`src/rtl/uart2apb_burst_ctrl_if.sv`:
```
// UART byte-port and APB3 master signal bundle for uart2apb_burst_ctrl.
// master: the controller side; slave: the UART FIFOs plus the APB target.
interface uart2apb_burst_ctrl_if #(
   parameter int AW = 16,
   parameter int DW = 32
);
   localparam int NB = DW / 8;

   logic          i_rx_vld;
   logic [7:0]    i_rx_data;
   logic          o_rx_rdy;
   logic          o_tx_vld;
   logic [7:0]    o_tx_data;
   logic          i_tx_rdy;
   logic          o_p_sel;
   logic          o_p_enable;
   logic          o_p_we;
   logic [AW-1:0] o_p_addr;
   logic [DW-1:0] o_p_wdata;
   logic [NB-1:0] o_p_strb;
   logic          i_p_ready;
   logic [DW-1:0] i_p_rdata;
   logic          i_p_slverr;

   modport master (
      input  i_rx_vld, i_rx_data, i_tx_rdy, i_p_ready, i_p_rdata, i_p_slverr,
      output o_rx_rdy, o_tx_vld, o_tx_data,
      output o_p_sel, o_p_enable, o_p_we, o_p_addr, o_p_wdata, o_p_strb
   );

   modport slave (
      output i_rx_vld, i_rx_data, i_tx_rdy, i_p_ready, i_p_rdata, i_p_slverr,
      input  o_rx_rdy, o_tx_vld, o_tx_data,
      input  o_p_sel, o_p_enable, o_p_we, o_p_addr, o_p_wdata, o_p_strb
   );
endinterface

```
`src/rtl/uart2apb_burst_ctrl.sv`:
```
// UART byte-stream frame decoder driving an APB3 master with burst support,
// bus/RX timeouts and a two-byte status trailer on every frame.
module uart2apb_burst_ctrl #(
   parameter int AW          = 16,
   parameter int DW          = 32,
   parameter int MAX_BURST   = 16,
   parameter int RX_TO_CYC   = 100000,
   parameter int PRDY_TO_CYC = 255
) (
   input  logic                  i_clk,
   input  logic                  i_rst,
   uart2apb_burst_ctrl_if.master bus,
   output logic                  o_busy
);
   localparam int NB = DW / 8;
   localparam int AB = AW / 8;

   typedef enum logic [2:0] {
      S_RST, S_IDLE, S_ADDR, S_WDATA, S_SETUP, S_ACCESS, S_RDTX, S_STAT
   } state_t;

   state_t        state, state_nx;
   logic          cmd_we, cmd_inc;
   logic [4:0]    nbeats, done;
   logic [3:0]    bcnt, bcnt_lim;
   logic          bcnt_last;
   logic [AW-1:0] addr;
   logic [DW-1:0] wdata, rdata;
   logic [31:0]   rx_tmr, prdy_tmr;
   logic [7:0]    code, code_nx;
   logic          set_code, stat_hi;
   logic          cmd_bad, rx_fire, tx_fire;

   assign rx_fire   = bus.i_rx_vld & bus.o_rx_rdy;
   assign tx_fire   = bus.o_tx_vld & bus.i_tx_rdy;
   assign cmd_bad   = (bus.i_rx_data[5:4] != 2'b00) ||
                      (({1'b0, bus.i_rx_data[3:0]} + 5'd1) > 5'(MAX_BURST));
   assign bcnt_lim  = (state == S_ADDR) ? 4'(AB - 1) : 4'(NB - 1);
   assign bcnt_last = (bcnt == bcnt_lim);

   assign bus.o_p_we    = cmd_we;
   assign bus.o_p_addr  = addr;
   assign bus.o_p_wdata = wdata;
   assign o_busy        = !(state == S_IDLE || state == S_RST);

   always_ff @(posedge i_clk) begin
      if (i_rst) state <= S_RST;
      else       state <= state_nx;
   end

   always_comb begin
      state_nx       = state;
      set_code       = 1'b0;
      code_nx        = 8'h00;
      bus.o_rx_rdy   = 1'b0;
      bus.o_tx_vld   = 1'b0;
      bus.o_tx_data  = 8'h00;
      bus.o_p_sel    = 1'b0;
      bus.o_p_enable = 1'b0;
      bus.o_p_strb   = '0;
      case (state)
         S_RST: state_nx = S_IDLE;
         S_IDLE: begin
            bus.o_rx_rdy = 1'b1;
            if (bus.i_rx_vld) begin
               if (cmd_bad) begin
                  state_nx = S_STAT;
                  set_code = 1'b1;
                  code_nx  = 8'h02;
               end else begin
                  state_nx = S_ADDR;
               end
            end
         end
         S_ADDR, S_WDATA: begin
            bus.o_rx_rdy = 1'b1;
            if (bus.i_rx_vld) begin
               if (bcnt_last)
                  state_nx = (state == S_ADDR && cmd_we) ? S_WDATA : S_SETUP;
            end else if (rx_tmr == 32'(RX_TO_CYC - 1)) begin
               state_nx = S_STAT;
               set_code = 1'b1;
               code_nx  = 8'h04;
            end
         end
         S_SETUP: begin
            bus.o_p_sel  = 1'b1;
            bus.o_p_strb = {NB{cmd_we}};
            state_nx     = S_ACCESS;
         end
         S_ACCESS: begin
            bus.o_p_sel    = 1'b1;
            bus.o_p_enable = 1'b1;
            bus.o_p_strb   = {NB{cmd_we}};
            if (bus.i_p_ready) begin
               if (bus.i_p_slverr) begin
                  state_nx = S_STAT;
                  set_code = 1'b1;
                  code_nx  = 8'h03;
               end else if (!cmd_we) begin
                  state_nx = S_RDTX;
               end else if (done + 5'd1 == nbeats) begin
                  state_nx = S_STAT;
                  set_code = 1'b1;
               end else begin
                  state_nx = S_WDATA;
               end
            end else if (prdy_tmr == 32'(PRDY_TO_CYC - 1)) begin
               state_nx = S_STAT;
               set_code = 1'b1;
               code_nx  = 8'h01;
            end
         end
         S_RDTX: begin
            bus.o_tx_vld  = 1'b1;
            bus.o_tx_data = rdata[DW-1 -: 8];
            if (bus.i_tx_rdy && bcnt_last) begin
               if (done == nbeats) begin
                  state_nx = S_STAT;
                  set_code = 1'b1;
               end else begin
                  state_nx = S_SETUP;
               end
            end
         end
         S_STAT: begin
            bus.o_tx_vld  = 1'b1;
            bus.o_tx_data = stat_hi ? {3'b000, done} : code;
            if (bus.i_tx_rdy && stat_hi) state_nx = S_IDLE;
         end
         default: state_nx = S_RST;
      endcase
   end

   always_ff @(posedge i_clk) begin
      if (i_rst) begin
         cmd_we   <= 1'b0;
         cmd_inc  <= 1'b0;
         nbeats   <= '0;
         done     <= '0;
         bcnt     <= '0;
         addr     <= '0;
         wdata    <= '0;
         rdata    <= '0;
         rx_tmr   <= '0;
         prdy_tmr <= '0;
         code     <= '0;
         stat_hi  <= 1'b0;
      end else begin
         if (set_code) code <= code_nx;
         // Idle timers restart whenever their state is left, so entry is always clean.
         rx_tmr   <= '0;
         prdy_tmr <= '0;
         case (state)
            S_IDLE: if (rx_fire) begin
               cmd_we  <= bus.i_rx_data[7];
               cmd_inc <= bus.i_rx_data[6];
               nbeats  <= {1'b0, bus.i_rx_data[3:0]} + 5'd1;
               done    <= '0;
               bcnt    <= '0;
               stat_hi <= 1'b0;
            end
            S_ADDR, S_WDATA: begin
               if (rx_fire) begin
                  if (state == S_ADDR) addr  <= (addr << 8) | AW'(bus.i_rx_data);
                  else                 wdata <= (wdata << 8) | DW'(bus.i_rx_data);
                  bcnt <= bcnt_last ? 4'd0 : bcnt + 4'd1;
               end else begin
                  rx_tmr <= rx_tmr + 32'd1;
               end
            end
            S_ACCESS: begin
               prdy_tmr <= prdy_tmr + 32'd1;
               if (bus.i_p_ready) begin
                  rdata <= bus.i_p_rdata;
                  if (!bus.i_p_slverr) begin
                     done <= done + 5'd1;
                     if (cmd_inc) addr <= addr + AW'(NB);
                  end
               end
            end
            S_RDTX: if (tx_fire) begin
               rdata <= rdata << 8;
               bcnt  <= bcnt_last ? 4'd0 : bcnt + 4'd1;
            end
            S_STAT: if (tx_fire) stat_hi <= !stat_hi;
            default: ;
         endcase
      end
   end
endmodule

```
`src/flat_wrapper.sv`:
```
// flat-port wrapper written by rule: the top's interface ports become plain ports
module uart2apb_burst_ctrl_flat 
#(
   parameter int AW          = 16,
   parameter int DW          = 32,
   parameter int MAX_BURST   = 16,
   parameter int RX_TO_CYC   = 100000,
   parameter int PRDY_TO_CYC = 255
)
  (i_clk, i_rst, o_busy, bus_i_rx_vld, bus_i_rx_data, bus_i_tx_rdy, bus_i_p_ready, bus_i_p_rdata, bus_i_p_slverr, bus_o_rx_rdy, bus_o_tx_vld, bus_o_tx_data, bus_o_p_sel, bus_o_p_enable, bus_o_p_we, bus_o_p_addr, bus_o_p_wdata, bus_o_p_strb);
  uart2apb_burst_ctrl_if #(.AW(AW), .DW(DW)) bus_i ();
  input  logic i_clk;
  input  logic i_rst;
  output logic o_busy;
  input wire logic [$bits(bus_i.i_rx_vld)-1:0] bus_i_rx_vld;
  input wire logic [$bits(bus_i.i_rx_data)-1:0] bus_i_rx_data;
  input wire logic [$bits(bus_i.i_tx_rdy)-1:0] bus_i_tx_rdy;
  input wire logic [$bits(bus_i.i_p_ready)-1:0] bus_i_p_ready;
  input wire logic [$bits(bus_i.i_p_rdata)-1:0] bus_i_p_rdata;
  input wire logic [$bits(bus_i.i_p_slverr)-1:0] bus_i_p_slverr;
  output wire logic [$bits(bus_i.o_rx_rdy)-1:0] bus_o_rx_rdy;
  output wire logic [$bits(bus_i.o_tx_vld)-1:0] bus_o_tx_vld;
  output wire logic [$bits(bus_i.o_tx_data)-1:0] bus_o_tx_data;
  output wire logic [$bits(bus_i.o_p_sel)-1:0] bus_o_p_sel;
  output wire logic [$bits(bus_i.o_p_enable)-1:0] bus_o_p_enable;
  output wire logic [$bits(bus_i.o_p_we)-1:0] bus_o_p_we;
  output wire logic [$bits(bus_i.o_p_addr)-1:0] bus_o_p_addr;
  output wire logic [$bits(bus_i.o_p_wdata)-1:0] bus_o_p_wdata;
  output wire logic [$bits(bus_i.o_p_strb)-1:0] bus_o_p_strb;
  assign bus_i.i_rx_vld = bus_i_rx_vld;
  assign bus_i.i_rx_data = bus_i_rx_data;
  assign bus_i.i_tx_rdy = bus_i_tx_rdy;
  assign bus_i.i_p_ready = bus_i_p_ready;
  assign bus_i.i_p_rdata = bus_i_p_rdata;
  assign bus_i.i_p_slverr = bus_i_p_slverr;
  assign bus_o_rx_rdy = bus_i.o_rx_rdy;
  assign bus_o_tx_vld = bus_i.o_tx_vld;
  assign bus_o_tx_data = bus_i.o_tx_data;
  assign bus_o_p_sel = bus_i.o_p_sel;
  assign bus_o_p_enable = bus_i.o_p_enable;
  assign bus_o_p_we = bus_i.o_p_we;
  assign bus_o_p_addr = bus_i.o_p_addr;
  assign bus_o_p_wdata = bus_i.o_p_wdata;
  assign bus_o_p_strb = bus_i.o_p_strb;
  uart2apb_burst_ctrl #(.AW(AW), .DW(DW), .MAX_BURST(MAX_BURST), .RX_TO_CYC(RX_TO_CYC), .PRDY_TO_CYC(PRDY_TO_CYC)) u_core (.i_clk(i_clk), .i_rst(i_rst), .bus(bus_i), .o_busy(o_busy));
endmodule
```
`config.mk`:
```
export PLATFORM = sky130hd
export DESIGN_NAME = uart2apb_burst_ctrl_flat
export DESIGN_NICKNAME = d
export VERILOG_FILES = /design/src/rtl/uart2apb_burst_ctrl_if.sv /design/src/rtl/uart2apb_burst_ctrl.sv /design/src/flat_wrapper.sv
export SDC_FILE = /design/constraint.sdc
export NUM_CORES = 1
export LEC_CHECK = 0
export BUFFER_PORTS_ARGS = -buffer_cell sky130_fd_sc_hd__buf_2
export CORE_ASPECT_RATIO = 0.75
export CORE_MARGIN = 3
export CORE_UTILIZATION = 42
export CTS_BUF_LIST = sky130_fd_sc_hd__clkbuf_8
export CTS_CLUSTER_DIAMETER = 200
export DETAILED_ROUTE_END_ITERATION = 6
export PLACE_DENSITY_LB_ADDON = 0.12
export SYNTH_ARGS = -nofsm -noshare
export SYNTH_HDL_FRONTEND = slang
export SYNTH_SLANG_ARGS = --single-unit
```
`constraint.sdc`:
```
create_clock -name i_clk -period 2 [get_ports i_clk]
set_input_delay 0.5 -clock i_clk [delete_from_list [all_inputs] [get_ports i_clk]]
set_output_delay 0.5 -clock i_clk [all_outputs]
set_load 0.01 [all_outputs]
```
==> run metrics <==
status finished with violations; failing checks negative setup slack; Max VDD drop 521 µV; I/O Buffers 111; initial antenna violation count 0; DP Wirelength 14000 µm; Worst slew margin 55.1%; Fin Clk Skew 0.0148 ns; Pleak 3.76 nW; worst-path maximum fanout 2; crit share post-route 103%; final hold violations 0; Reg clk slew, reported paths 0.10 ns; Max-Cap Viols 0; CTS Buf Count 17; Post-synth EDFFs 0; core region area 18000 µm²; clock buffer depth 2; first-pass GRT wire length 33600 µm; Nets 1208; drt first-iter violations 587; syn avg cell area 8.00 µm²; Seq cells post-synth 167; Initial Util 43.6%; Clock power frac 27.0%; Rows 42; Final ANT Viol Nets 0; ys flop type dfxtp_1; DR vias 7289; layout cells sized above 1 26.0%; fill cell count 1724; switching share of power 34.1%; Mapped Area 7840 µm²; Synth async-reset ratio 0%; GRT Util Overall 19.7%; drt total wl 20400 µm; register share of total power 42.6%; Synth warnings 0; first-pass iteration count of the detailed router 7; total congestion overflow 0; clk sinks 167; die area 20300 µm²; Arr. time, crit path 2.40 ns; vias in the first global route 6671; Syn Inst Count 979; minimum clock period 2.07 ns; Max Slew Vio Count 0; Avg WL per Cell 14.5 µm; Worst Setup Slack, final -0.0680 ns; Cell variety after synth 67; Placer Congestion 0.887; RSZ-0062 raised after global routing yes; crit path kind reg2reg; share of power burned in combinational logic 30.3%; CP endpoint kind flip-flop; ant diodes 0; P_sw 0.00295 W; largest net degree at the start of global routing 76; H-tree levels 4; Max Freq 0.484 GHz; Seq/Total Area, Yosys 42.7%; via density per instance 5.17; WHS 0.289 ns; Post-Place Worst Slack -0.229 ns; clock root buffer clkbuf_8; Die X 164 µm; top-level I/O count 112; final-report setup violation count 7; internal power 0.00571 W; PwrDens 873 nW/µm²; die height 124 µm; Worst Tran Pin Value 0.671 ns; WP data required 2.33 ns; CTS tree yes; Area Overhead vs Synth 26.6%; worst hold path type in2reg; net count after synthesis 1032; drt drc 0; CP startpoint kind flip-flop; Clk Latency, worst-skew pair 0.45 ns
[registers in the layout (all words and copies together), names as in the netlist]
signal                count
u_core.state              3
u_core.code               3
u_core.cmd_inc            1
u_core.stat_hi            1
u_core.nbeats             5
u_core.bus.o_p_we         1
u_core.prdy_tmr          32
u_core.rdata             32
u_core.bus.o_p_wdata     32
u_core.bus.o_p_addr      16
u_core.rx_tmr            32
u_core.bcnt               4
u_core.done               5
[layer usage]
metal | wire, µm | GRT usage, % | vias up
li1 | - | - | 3737
met1 | 10300 | 30.3 | 3328
met2 | 8840 | 28.5 | 209
met3 | 1160 | 3.56 | 15
met4 | 170 | 4.43 | 0
met5 | 0 | 0 | -
[final timing paths]
path / to / cells past startpoint / startpoint / slack [ns]
max: u_core.state[0]$_SDFFE_PP0P_ / 7 / u_core.state[0]$_SDFFE_PP0P_ / -0.07
min reg2reg: u_core.rx_tmr[0]$_SDFF_PP0_ / 1 / u_core.rx_tmr[0]$_SDFF_PP0_ / 0.45
min: u_core.rdata[3]$_SDFFE_PP0P_ / 3 / bus_i_p_rdata[3] / 0.29
max reg2reg: u_core.state[0]$_SDFFE_PP0P_ / 7 / u_core.state[0]$_SDFFE_PP0P_ / -0.07
[final cells by class]
type | count | area [µm²] | area share, %
repair buffers | 215 | 1500 | 15.2
inverters | 20 | 86.3 | 0.870
flip-flops and latches | 167 | 3360 | 33.9
clock inverters | 14 | 138 | 1.39
clock buffers | 17 | 234 | 2.36
well taps | 242 | 303 | 3.05
multi-input cells | 734 | 4300 | 43.3
[worst max-delay path, cell delays in order, from the launching register on]
cell	delay, ns
dfxtp_2	0.34
buf_4	0.13
or3_4	0.33
a2111oi_4	0.33
a2bb2oi_2	0.19
o221a_2	0.23
o31ai_2	0.10
mux2_4	0.31
[layout by cell type, fill, tap and decap left out, types with 3 or more instances in the layout]
| master | count |
|---|---|
| nor4_1 | 11 |
| buf_12 | 7 |
| a2bb2oi_1 | 3 |
| a211oi_1 | 13 |
| and4_1 | 6 |
| buf_2 | 108 |
| xor2_1 | 41 |
| o21ai_0 | 18 |
| inv_1 | 17 |
| and2_1 | 5 |
| clkinv_4 | 3 |
| o31ai_1 | 3 |
| nand4_1 | 20 |
| clkbuf_8 | 17 |
| a211oi_2 | 3 |
| nor2_2 | 5 |
| a22oi_1 | 3 |
| a311oi_1 | 25 |
| dfxtp_1 | 159 |
| buf_4 | 88 |
| or3_1 | 3 |
| nand3_1 | 51 |
| nand2_1 | 187 |
| dfxtp_2 | 6 |
| ha_1 | 6 |
| inv_6 | 6 |
| nor3_1 | 13 |
| nor2_1 | 130 |
| a31oi_1 | 7 |
| mux2i_1 | 8 |
| buf_6 | 10 |
| and3_1 | 8 |
| xnor2_1 | 32 |
| a21oi_1 | 67 |
| o22ai_1 | 7 |
[cells by family after synthesis]
family                   Yosys count  synth area share (%)
XOR/XNOR                          73                  8.16
flip-flops                       167                  42.7
AO/OA/AOI/OAI                    168                  14.2
buffers and inverters             78                  4.81
AND/OR/NAND/NOR                  477                  27.9
multiplexers                       9                  1.21
adder cells (fa/ha/maj)            7                  1.12
[cells in the mapped netlist, types with 2 or more instances]
cell	instances	area (µm²)
and3_1	8	50.1
a22oi_1	3	22.5
nor3_1	15	75.1
a311oi_1	25	219
clkbuf_1	38	143
buf_4	4	30.0
xor2_1	41	359
nand4_1	20	125
o21ai_0	19	95.1
nor4_1	12	75.1
nand2b_1	2	12.5
ha_1	7	87.6
a31oi_1	7	43.8
or3_1	3	18.8
inv_1	20	75.1
buf_1	6	22.5
nor4b_1	4	35.0
and2_1	6	37.5
a21oi_1	68	340
nand2_1	188	706
or2_2	3	18.8
nor3b_1	3	22.5
nand3_1	52	260
a2bb2oi_1	3	26.3
nor2b_1	3	18.8
a211oi_1	17	128
and4_1	6	52.6
nor2_1	137	514
clkbuf_8	4	55.1
xnor2_1	32	280
o32ai_1	2	17.5
o22ai_1	7	43.8
mux2i_1	8	80.1
o31ai_1	4	30.0
buf_2	4	20.0
dfxtp_1	167	3340
[stage by stage]
stage,util (%),instance area [µm²],total power [W],TNS [ns],instances
finish,55.2,9920,0.00866,-0.243,1409
global route,55.2,9920,0.00911,-1.39,1409
CTS,53.9,9690,0.00846,-0.471,1399
detailed placement,50.7,9100,0.00583,-3.21,1358
global placement,50.7,9100,0.00583,-1.84,1358
floorplan,-,7840,0.00511,0,979
[power by group through the flow]
stage	combinational (W)	sequential, W	clock [W]
after floorplan	0.00139	0.00373	0
after global placement	0.00210	0.00373	0
after detailed placement	0.00210	0.00373	0
after CTS	0.00235	0.00368	0.00242
after global routing	0.00286	0.00371	0.00254
final	0.00263	0.00369	0.00234
[repair_timing]
action | CTS | global route
pin swaps | 10 | 13
cloned | 1 | 2
endpoints found under the setup margin | 22 | 44
setup buffers | 10 | 10
resized for setup | 37 | 29
hold buffers | 0 | 0
Note: power is estimated with default switching activity, not from simulation.
